## config.mk

```make
export PLATFORM = sky130hd
export DESIGN_NAME = lift_req_latch
export DESIGN_NICKNAME = d
export VERILOG_FILES = /design/src/rtl/lift_req_latch.sv
export SDC_FILE = /design/constraint.sdc
export NUM_CORES = 1
export LEC_CHECK = 0
export BUFFER_PORTS_ARGS = -buffer_cell sky130_fd_sc_hd__buf_2
export CELL_PAD_IN_SITES_DETAIL_PLACEMENT = 0
export CELL_PAD_IN_SITES_GLOBAL_PLACEMENT = 2
export CORE_MARGIN = 10
export CORE_UTILIZATION = 25
export CTS_CLUSTER_DIAMETER = 40
export DETAILED_ROUTE_END_ITERATION = 8
export PLACE_DENSITY_LB_ADDON = 0.1
export SYNTH_ARGS = -nofsm -noshare
export SYNTH_HDL_FRONTEND = slang
export SYNTH_SLANG_ARGS = --single-unit
```

## constraint.sdc

```tcl
create_clock -name clk -period 2.25 [get_ports clk]
set_clock_uncertainty 0.15 [all_clocks]
set_input_delay 0.45 -clock clk [delete_from_list [all_inputs] [get_ports clk]]
set_output_delay 0.45 -clock clk [all_outputs]
set_load 0.02 [all_outputs]
```

## src/rtl/lift_req_latch.sv

```systemverilog
// Call latch and direction arbiter for a 3-floor lift controller.
// Buttons are synchronised and edge-detected, then held until served; one target floor per cycle.
module lift_req_latch #(
  parameter int SYNC_STAGES = 2
) (
  input  logic       clk,
  input  logic       reset,
  input  logic [2:0] car_btn,
  input  logic [1:0] hall_up_btn,
  input  logic [1:0] hall_dn_btn,
  input  logic [1:0] cur_flr,
  input  logic       door,
  output logic [1:0] flr_sel,
  output logic [1:0] up_sel,
  output logic [1:0] down_sel,
  output logic [6:0] pending,
  output logic [1:0] dir
);

  typedef enum logic [1:0] {
    IDLE = 2'b00,
    UP   = 2'b01,
    DN   = 2'b10
  } dir_t;

  dir_t       state;
  dir_t       state_next;
  logic [6:0] btn;
  logic [6:0] sync_q [SYNC_STAGES];
  logic [6:0] prev_q;
  logic [6:0] rise;
  logic [6:0] clr;
  logic [2:0] floor_req;
  logic       here;
  logic [1:0] low_above;
  logic [1:0] high_below;
  logic [1:0] target;
  logic       car_hit;
  logic       up_hit;
  logic       dn_hit;

  // Bit order matches the pending vector: {hall_dn[1:0], hall_up[1:0], car[2:0]}.
  assign btn  = {hall_dn_btn, hall_up_btn, car_btn};
  assign rise = sync_q[SYNC_STAGES-1] & ~prev_q;
  assign dir  = state;

  // NOTE: sequential state uses non-blocking assignments so every flop samples pre-edge values.
  always_ff @(posedge clk or negedge reset) begin
    if (!reset) begin
      for (int i = 0; i < SYNC_STAGES; i++) sync_q[i] <= '0;
      prev_q <= '0;
    end else begin
      sync_q[0] <= btn;
      for (int i = 1; i < SYNC_STAGES; i++) sync_q[i] <= sync_q[i-1];
      prev_q <= sync_q[SYNC_STAGES-1];
    end
  end

  // NOTE: every combinational output gets a default first, so no path can infer a latch.
  always_comb begin
    clr = '0;
    if (door) begin
      case (cur_flr)
        2'b01:   clr = 7'b0001001;
        2'b10:   clr = 7'b0110010;
        2'b11:   clr = 7'b1000100;
        default: clr = '0;
      endcase
    end
  end

  // Clear is applied after set, so a press landing on a served floor is dropped.
  always_ff @(posedge clk or negedge reset) begin
    if (!reset) pending <= '0;
    else        pending <= (pending | rise) & ~clr;
  end

  assign floor_req[0] = pending[0] | pending[3];
  assign floor_req[1] = pending[1] | pending[4] | pending[5];
  assign floor_req[2] = pending[2] | pending[6];

  always_comb begin
    here       = 1'b0;
    low_above  = 2'b00;
    high_below = 2'b00;
    case (cur_flr)
      2'b01: begin
        here      = floor_req[0];
        low_above = floor_req[1] ? 2'b10 : (floor_req[2] ? 2'b11 : 2'b00);
      end
      2'b10: begin
        here       = floor_req[1];
        low_above  = floor_req[2] ? 2'b11 : 2'b00;
        high_below = floor_req[0] ? 2'b01 : 2'b00;
      end
      2'b11: begin
        here       = floor_req[2];
        high_below = floor_req[1] ? 2'b10 : (floor_req[0] ? 2'b01 : 2'b00);
      end
      default: begin
        here       = 1'b0;
        low_above  = 2'b00;
        high_below = 2'b00;
      end
    endcase
  end

  // Calls at the current floor win in every state; direction only chooses the fallback side.
  always_comb begin
    target = 2'b00;
    if (here) begin
      target = cur_flr;
    end else begin
      case (state)
        UP:      target = low_above;
        DN:      target = high_below;
        default: target = (low_above != 2'b00) ? low_above : high_below;
      endcase
    end
  end

  always_comb begin
    state_next = state;
    if (cur_flr != 2'b00) begin
      case (state)
        DN:      state_next = (high_below != 2'b00) ? DN :
                              (low_above  != 2'b00) ? UP : IDLE;
        default: state_next = (low_above  != 2'b00) ? UP :
                              (high_below != 2'b00) ? DN : IDLE;
      endcase
    end
  end

  always_comb begin
    car_hit = 1'b0;
    up_hit  = 1'b0;
    dn_hit  = 1'b0;
    case (target)
      2'b01: begin
        car_hit = pending[0];
        up_hit  = pending[3];
      end
      2'b10: begin
        car_hit = pending[1];
        up_hit  = pending[4];
        dn_hit  = pending[5];
      end
      2'b11: begin
        car_hit = pending[2];
        dn_hit  = pending[6];
      end
      default: begin
        car_hit = 1'b0;
        up_hit  = 1'b0;
        dn_hit  = 1'b0;
      end
    endcase
  end

  always_ff @(posedge clk or negedge reset) begin
    if (!reset) begin
      state    <= IDLE;
      flr_sel  <= 2'b00;
      up_sel   <= 2'b00;
      down_sel <= 2'b00;
    end else begin
      state    <= state_next;
      flr_sel  <= car_hit ? target : 2'b00;
      up_sel   <= up_hit  ? target : 2'b00;
      down_sel <= dn_hit  ? target : 2'b00;
    end
  end

endmodule

```

======== Word-level counts from Yosys, hierarchy flattened ========
Index checks and enable logic that the tools add are counted.
word-level totals
  input bits .............................. 12
  register bits after elaboration ......... 36
  output and inout port bits .............. 15
  logic and storage cells ................. 51
operators by class
  mux-type cells .......................... 23
  bitwise gates (word level) .............. 9
  equal/unequal tests ..................... 8
  reductions and logical operators ........ 3
operators by type and width
  operator                                       number
  two-way mux 2 bit                              12
  one-hot mux 7 bit (3 select lines)             1
  bitwise AND 7 bit                              2
  inverter 7 bit                                 2
  one-hot mux 2 bit (2 select lines)             3
  == test 2 bit, second input constant           5
  two-way mux 7 bit                              1
  OR 7 bit                                       1
  == test 2 x 1 -> 1 bit, second input constant  3
  one-hot mux 1 bit (3 select lines)             2
  nonzero test 2 bit                             3
  OR 1 bit                                       4
  one-hot mux 1 bit (2 select lines)             2
  two-way mux 1 bit                              2

======== Logic depth before layout (Yosys ltp) ========
Gate-level depths: netlist of the first run.
  depth after elaboration ................. 11
  gate-level depth with buffers ........... 12
  mapped depth without buffers ............ 11

======== Worst setup path before layout of the first run ========
No wires, ideal clock.
  path type ............................... input port to flip-flop
  start ................................... input port cur_flr[1]
  end ..................................... register up_sel[0]
  arrival time ............................ 2151 ps
  path buffers ............................ 0
  slack ................................... -183 ps
  setup time .............................. 132 ps
  stages .................................. 11
  path through ............................ inv_1 ha_1 o221ai_1 o21ai_1 o221ai_1 a22oi_2 inv_1 ha_1 a22o_1 nand2_1 nor2_1
on the way
  cells in the longest elaborated chain, start to end .. 9
  elaborated cells on any way between the ends .. 14
  classes of those cells .................. eq/ne: 5; mux: 8; reduce/logical: 1
ends and longest elaborated chain
  element                                                         RTL line  text
  from (decl)                                                     11        input logic [1:0] cur_flr,
  == test 2 bit / == test 2 x 1 -> 1 bit (equally long branches)  86        case (cur_flr)
  one-hot mux 2 bit (2 select lines)                              86
  nonzero test 2 bit                                              117       default: target = (low_above != 2'b00) ? low_above : high_below;
  two-way mux 2 bit                                               117
  one-hot mux 2 bit (2 select lines)                              114       case (state)
  two-way mux 2 bit *                                             111       if (here) begin
  == test 2 bit / == test 2 x 1 -> 1 bit (equally long branches)  138       case (target)
  one-hot mux 1 bit (2 select lines)                              138
  two-way mux 2 bit *                                             169       up_sel <= up_hit ? target : 2'b00;
  to (signal assigned)                                            169
  to (decl)                                                       14        output logic [1:0] up_sel,
Mark *: on every way between the ends. The rest lies on a longest branch, timed or not.
A chain may end at the register's enable or synchronous reset.

======== Final worst setup path of the first run ========
  start ................................... register pending[4]
  end ..................................... register up_sel[0]
on the way
  cells in the longest elaborated chain, start to end .. 11
  elaborated cells on any way between the ends .. 15
  classes of those cells .................. eq/ne: 2; mux: 10; bitwise: 2; reduce/logical: 1
ends and longest elaborated chain
  element                                                         RTL line  text
  from (decl)                                                     16        output logic [6:0] pending,
  from (signal assigned)                                          75        else pending <= (pending | rise) & ~clr;
  OR 1 bit (2 in series)                                          79        assign floor_req[1] = pending[1] | pending[4] | pending[5];
  two-way mux 2 bit                                               89        low_above = floor_req[1] ? 2'b10 : (floor_req[2] ? 2'b11 : 2'b00);
  one-hot mux 2 bit (2 select lines)                              86
  nonzero test 2 bit                                              117
  two-way mux 2 bit                                               117
  one-hot mux 2 bit (2 select lines)                              114
  two-way mux 2 bit                                               111
  == test 2 bit / == test 2 x 1 -> 1 bit (equally long branches)  138
  one-hot mux 1 bit (2 select lines)                              138
  two-way mux 2 bit *                                             169
Marks and branches as above.

==> key figures, run 1 <==
Routing
  • DR DRC count: 0
  • Routed wire length: 3780 µm
  • Vias: 1167
  • DRT Pass-1 Iters: 3
  • ANT nets after route: 0
  • Per-cell routed wire length: 14.0 µm
  • Vias/cell: 4.32
  • 1st-iter DRT viols: 31

Timing
  • Final Max Tran Viols: 0
  • Hold Slack: 0.0873 ns
  • Fmax: 443 MHz
  • Worst-Margin Slew: 0.784 ns
  • Unrepaired setup endpoints after global routing: true
  • Slew HR: 47.7%
  • Fin crit share: 100%
  • Final worst setup slack: -0.00731 ns
  • Setup Viol. Count Final: 2
  • Final Hold Viols: 0
  • Tmin final: 2.26 ns

Placed design
  • GP Congestion: 0.933
  • Cell Count Post-Placement: 254
  • Setup Slack @ Placement: -0.334 ns
  • IO buf count: 26
  • HPWL after DPL: 2730 µm

Synth
  • Ys Warns: 0
  • Mapped Cells: 128
  • Most used DFF post-synth: dfrtp_1
  • EDFF count, synth: 0
  • Yosys cell types: 30
  • Post-synth net total: 152
  • Cell Area, Synth: 1550 µm²
  • Top-area cell type share of the netlist area: 58.1%
  • Ranking of synthesized cells by area: dfrtp_1 (58%), ha_1 (9.7%), a21oi_1 (4.5%)
  • Avg Cell Area, Syn: 12.1 µm²
  • Yosys top cell by area: dfrtp_1
  • Synthesis-stage register bit count: 36
  • FFs w/ async S/R, synth: 100%
  • Sequential cell area fraction in the yosys report: 58.1%

Global routing
  • Global-route wire length before repair: 6000 µm
  • Vias in the first global route: 1272
  • Initial antenna violation count: 0
  • Largest net degree at the start of global routing: 37
  • Total global routing track utilization: 7.52%
  • Overflow left after global routing: 0

Floorplan
  • Chip Height: 98.8 µm
  • Die Wd: 98.8 µm
  • Ports: 27
  • Rows: 28
  • Core Region: 5960 µm²
  • Die ar.: 9760 µm²
  • Starting density of the core: 26.1%

Setup path
  • WS Path Type: flip-flop to flip-flop
  • CP max FO: 4
  • Crit path max-delay family: compound AO/OA/AOI/OAI gates
  • Worst path arrival time: 2.29 ns
  • Reg2reg end: up_sel[0]
  • Required time worst endpoint: 2.29 ns
  • Worst r2r src: pending[4]
  • Highest-delay cell along the critical path: dfrtp_2
  • Crit path cell chain: or3_4 > o21ai_4 > a211oi_4 > o31ai_4 > inv_2 > ha_4 > a22o_1 > nand2_2 > nor2_1
  • Crit path launch type: flip-flop
  • Worst Reg-to-Reg Cells: 9
  • R2r setup slk: -0.007 ns
  • Worst path bufs/invs: 1
  • Slowest stage delay, CP: 0.45 ns
  • Crit path capture type: flip-flop

Clock tree
  • H-tree levels: 2
  • CTS clk-pin slew, worst paths: 0.08 ns
  • TritonCTS Buffers: 5
  • Clk Tree Root Cell: clkbuf_8
  • CTS tree: done
  • CTS max path bufs: 2
  • TritonCTS Sinks: 36
  • Clock Latency Late Sink: 0.29 ns

Layout
  • Fillers: 609
  • Ant. Diodes: 0
  • Final net count: 218
  • Proportion of layout cells with a drive suffix above 1: 55.9%
  • Area grow syn2layout: 50.9%
  • Final non-filler cell total: 270

Status
  • Status: complete, but fails checks
  • Failing checks: setup timing

Job
  • Number of max-cap violations: 0

Power
  • Worst vdd ir: 0.367 mV
  • Leak: 1.04 nW
  • Pwr per Cell Area: 765 nW/µm²

Worst hold path
  • HP Class: input pin to asynchronous set/reset pin
registers in the layout, indices dropped and copies added (netlist names):
| signal | count |
|---|---|
| pending | 7 |
| down_sel | 2 |
| dir | 2 |
| up_sel | 2 |
| sync_q | 14 |
| prev_q | 7 |
| flr_sel | 2 |
cell usage after synthesis, types with 2 or more instances:
library cell / n
dfrtp_1: 36
inv_1: 15
a21oi_1: 14
ha_1: 12
nand2_1: 12
nor2_1: 6
o21ai_0: 5
o21ai_1: 3
nor4b_2: 2
o221ai_1: 2
or2_2: 2
routing by layer:
metal	GRT usage, %	wire (µm)	vias up
li1	-	-	575
met1	8.61	1660	566
met2	12.6	1960	21
met3	2.44	108	5
met4	3.09	59	0
met5	0	0	-
layout by cell type, fill, tap and decap left out, drive strengths merged, types with 2 or more instances in the layout:
| cell | synthesis | final |
|---|---|---|
| buf | 1 | 60 |
| dfrtp | 36 | 36 |
| a21oi | 14 | 14 |
| inv | 15 | 14 |
| nand2 | 12 | 12 |
| ha | 12 | 12 |
| o21ai | 8 | 8 |
| nor2 | 6 | 6 |
| clkbuf | 0 | 5 |
| clkinvlp | 0 | 3 |
| a31oi | 3 | 3 |
| o31ai | 2 | 2 |
| or2 | 2 | 2 |
| o221ai | 2 | 2 |
| nor4b | 2 | 2 |
| a22oi | 2 | 2 |
| a311oi | 2 | 2 |
final cells by class:
cell class	instances	area [µm²]	area share [%]
Inverter	15	60.1	2.57
Timing Repair Buffer	60	407	17.4
Clock inverter	3	23.8	1.02
Clock buffer	5	68.8	2.94
Tap cell	75	93.8	4.01
Sequential cell	36	905	38.6
Multi-Input combinational cell	76	783	33.5
power breakdown:
part | internal (mW) | switching [mW]
Sequential | 0.707 | 0.0354
Clock | 0.219 | 0.249
Combinational | 0.266 | 0.313
logic make-up after synthesis:
family,count (synthesis),synth area share (%)
adder cells (fa/ha/maj),12,9.68
AO/OA/AOI/OAI,40,20.3
AND/OR/NAND/NOR,24,7.82
flip-flops,36,58.1
buffers and inverters,16,4.11
how the worst max path moves through the flow:
stage                      endpoint        from  slack [ns]  depth (start not counted)
after floorplan           up_sel[0]  cur_flr[1]       -0.13                         11
after global placement    up_sel[0]  cur_flr[0]       -0.29                         12
after detailed placement  up_sel[1]  cur_flr[0]       -0.33                         12
after CTS                 up_sel[1]  pending[1]       0.002                         10
after global routing      up_sel[1]  pending[4]       -0.11                          9
final                     up_sel[0]  pending[4]      -0.007                          9
stage by stage:
stage / instance area (µm²) / util [%] / TNS (ns) / power (mW)
final: 2340 / 39.3 / -0.0145 / 1.79
after global routing: 2340 / 39.3 / -0.403 / 1.90
after CTS: 2120 / 35.5 / 0 / 1.70
after detailed placement: 2010 / 33.7 / -1.88 / 1.21
after global placement: 2010 / 33.7 / -1.61 / 1.21
after floorplan: 1590 / - / -0.693 / 1.00
repair_timing:
action | 4_1_cts | 5_1_grt
pin swaps | 3 | 22
hold buffers | 0 | 0
resized for setup | 2 | 39
setup buffers | 1 | 7
setup endpoints to repair | 6 | 6
Note: power is estimated with default switching activity, not from simulation.
==> run 2: changes to the inputs <==
PLACE_DENSITY = 0.65   (was not set)
PLACE_DENSITY_LB_ADDON = not set   (was 0.1)
==> run 2 against run 1 <==
Net effect:
- the flow now finishes without violations
- non-clock buffer count fell by 2
- critical path depth did not move
- combinational power barely moved
- first-iteration DRC count fell by 16%
- core utilization fell by 0.29 points
- critical path type unchanged
- largest power group unchanged
==> key figures, run 2 (synthesized netlist as in run 1, its figures left out) <==
Clock tree
  • CTS clk-pin slew, worst paths: 0.07 ns (about the same)
  • TritonCTS Buffers: 5 (unchanged)
  • CTS tree: done
  • CTS max path bufs: 2 (unchanged)
  • H-tree levels: 2 (unchanged)
  • Clock Latency Late Sink: 0.28 ns (about the same)
  • Clk Tree Root Cell: clkbuf_8
  • TritonCTS Sinks: 36 (unchanged)

Global routing
  • Largest net degree at the start of global routing: 37 (unchanged)
  • Global-route wire length before repair: 5860 µm (-2.3%)
  • Total global routing track utilization: 7.40% (-0.12 points)
  • Initial antenna violation count: 0 (unchanged)
  • Overflow left after global routing: 0 (unchanged)
  • Vias in the first global route: 1245 (-2.1%)

Floorplan
  • Chip Height: 98.8 µm (unchanged)
  • Die ar.: 9760 µm² (unchanged)
  • Core Region: 5960 µm² (unchanged)
  • Starting density of the core: 26.1% (unchanged)
  • Rows: 28 (unchanged)
  • Ports: 27 (unchanged)
  • Die Wd: 98.8 µm (unchanged)

Placed design
  • Post-Place Cell Area: 2010 µm² (+0.37%)
  • HPWL after DPL: 2690 µm (-1.3%)
  • Cell Count Post-Placement: 255 (+0.39%)
  • GP Congestion: 0.845 (-9.5%)
  • IO buf count: 26 (unchanged)

Timing
  • Fin crit share: 99.4% (-0.96 points)
  • Setup Viol. Count Final: 0 (-2)
  • Final Hold Viols: 0 (unchanged)
  • Worst-Margin Slew: 0.800 ns (+0.0159 ns)
  • Slew HR: 46.6% (-1.1 points)
  • Final Max Tran Viols: 0 (unchanged)
  • Unrepaired setup endpoints after global routing: true
  • Tmin final: 2.24 ns (-0.0216 ns)
  • Fmax: 447 MHz (+0.96%)

Setup path
  • CP max FO: 5 (+1)
  • Worst r2r src: pending[1]
  • R2r setup slk: 0.01 ns (+0.02 ns)
  • Crit path launch type: flip-flop
  • Worst path arrival time: 2.27 ns (-0.02 ns)
  • Reg2reg end: flr_sel[0]
  • Worst Reg-to-Reg Cells: 9 (unchanged)
  • Required time worst endpoint: 2.28 ns (about the same)
  • Highest-delay cell along the critical path: dfrtp_2
  • Crit path cell chain: buf_6 > nor4b_4 > o2111ai_2 > a31oi_2 > a22oi_2 > inv_2 > ha_2 > nand2_2 > a311oi_2
  • Slowest stage delay, CP: 0.45 ns (about the same)
  • WS Path Type: flip-flop to flip-flop
  • Crit path capture type: flip-flop

Layout
  • Final Instance Area: 2320 µm² (-0.75%)
  • Top Registers: sync_q (14), pending (7), prev_q (7)
  • Most frequent cells in the layout: dfrtp_1 (33), buf_2 (25), buf_4 (25)
  • Max reg flops: 14 (unchanged)
  • Final net count: 216 (-0.92%)
  • Proportion of layout cells with a drive suffix above 1: 54.7% (-1.2 points)
  • Ant. Diodes: 0 (unchanged)
  • Area grow syn2layout: 49.8%
  • Final non-filler cell total: 267 (-1.1%)
  • Most common cell after layout, fill and taps aside: dfrtp_1
  • Biggest register: sync_q

Status
  • Status: finished clean

Power
  • Pwr per Cell Area: 779 nW/µm² (+1.9%)
  • Worst vdd ir: 0.352 mV (-4.1%)
  • Leak: 1.04 nW (+0.60%)

Job
  • Number of max-cap violations: 0 (unchanged)

Routing
  • DR DRC count: 0 (unchanged)
  • Vias/cell: 4.26 (-1.4%)
  • 1st-iter DRT viols: 26 (-16%)
  • ANT nets after route: 0 (unchanged)
  • Routed wire length: 3660 µm (-3.1%)
  • DRT Pass-1 Iters: 4 (+1)
  • Vias: 1138 (-2.5%)
  • Per-cell routed wire length: 13.7 µm (-2.0%)

Worst hold path
  • HP Class: input pin to asynchronous set/reset pin
[run 2: cell count changes in the layout (fill, tap and decap cells not counted), sizes merged]
cell	change
clkinv	-1
buf	-2
clkbuf	+2
clkinvlp	-2
[run 2: timing repair]
| action | in CTS | in global routing |
|---|---|---|
| endpoints found under the setup margin | 6 | 6 |
| pin swaps | 6 | 8 |
| resized for setup | 10 | 28 |
| hold buffers | 0 | 0 |
| buffers inserted | 2 | 4 |
| endpoints found under the hold margin | 0 | 0 |
[run 2: cell type report]
cell class / count / area [µm²]
fill: 577 / 3630
sequential: 36 / 905
multi-input combinational: 76 / 757
timing repair buffer: 58 / 412
clock buffer: 7 / 96.3
tap: 75 / 93.8
inverter: 15 / 60.1
[run 2: worst max path at each step]
stage / from / end / slack (ns) / cells after the start
6_report: pending[1] / flr_sel[0] / 0.01 / 9
5_1_grt: pending[1] / flr_sel[0] / -0.09 / 9
4_1_cts: cur_flr[1] / up_sel[1] / 0.004 / 11
3_5_place_dp: cur_flr[1] / down_sel[1] / -0.32 / 11
3_3_place_gp: cur_flr[1] / down_sel[1] / -0.29 / 11
2_1_floorplan: cur_flr[1] / up_sel[0] / -0.13 / 11
[run 2: routing by layer]
layer | part of all wire [%] | vias up | routed length, µm | global-route usage (%)
met1 | 42 | 543 | 1530 | 8.14
met5 | 0 | - | 0 | 0
met3 | 3.6 | 4 | 131 | 2.44
li1 | - | 573 | - | -
met2 | 53 | 18 | 1950 | 12.6
met4 | 1.3 | 0 | 49 | 3.42
[run 2: power breakdown]
group | internal (mW) | leakage (nW) | switching (mW) | total, mW
Combinational | 0.277 | 0.566 | 0.302 | 0.579
Sequential | 0.708 | 0.425 | 0.0390 | 0.747
Clock | 0.273 | 0.0503 | 0.212 | 0.484
Total | 1.26 | 1.04 | 0.553 | 1.81
[run 2: worst max-delay path: cells and delay by family (launching register included)]
kind / cells / cell delay [ns]
DFF: 1 / 0.45
AOI/OAI and AO/OA: 4 / 0.71
adders and majority gates: 1 / 0.19
and+or+nand+nor: 2 / 0.41
buffers and inverters: 2 / 0.24
[run 2: stage by stage]
stage	hold slack, ns	setup slack, ns	TNS (ns)	total power [mW]	utilization [%]
after floorplan	0.00441	-0.134	-0.693	1.00	-
after global placement	0.181	-0.292	-1.55	1.21	33.8
after detailed placement	0.185	-0.321	-1.72	1.22	33.8
after CTS	0.109	0.00371	0	1.75	36.6
after global routing	0.107	-0.0859	-0.285	1.91	39.0
final	0.109	0.0143	0	1.81	39.0
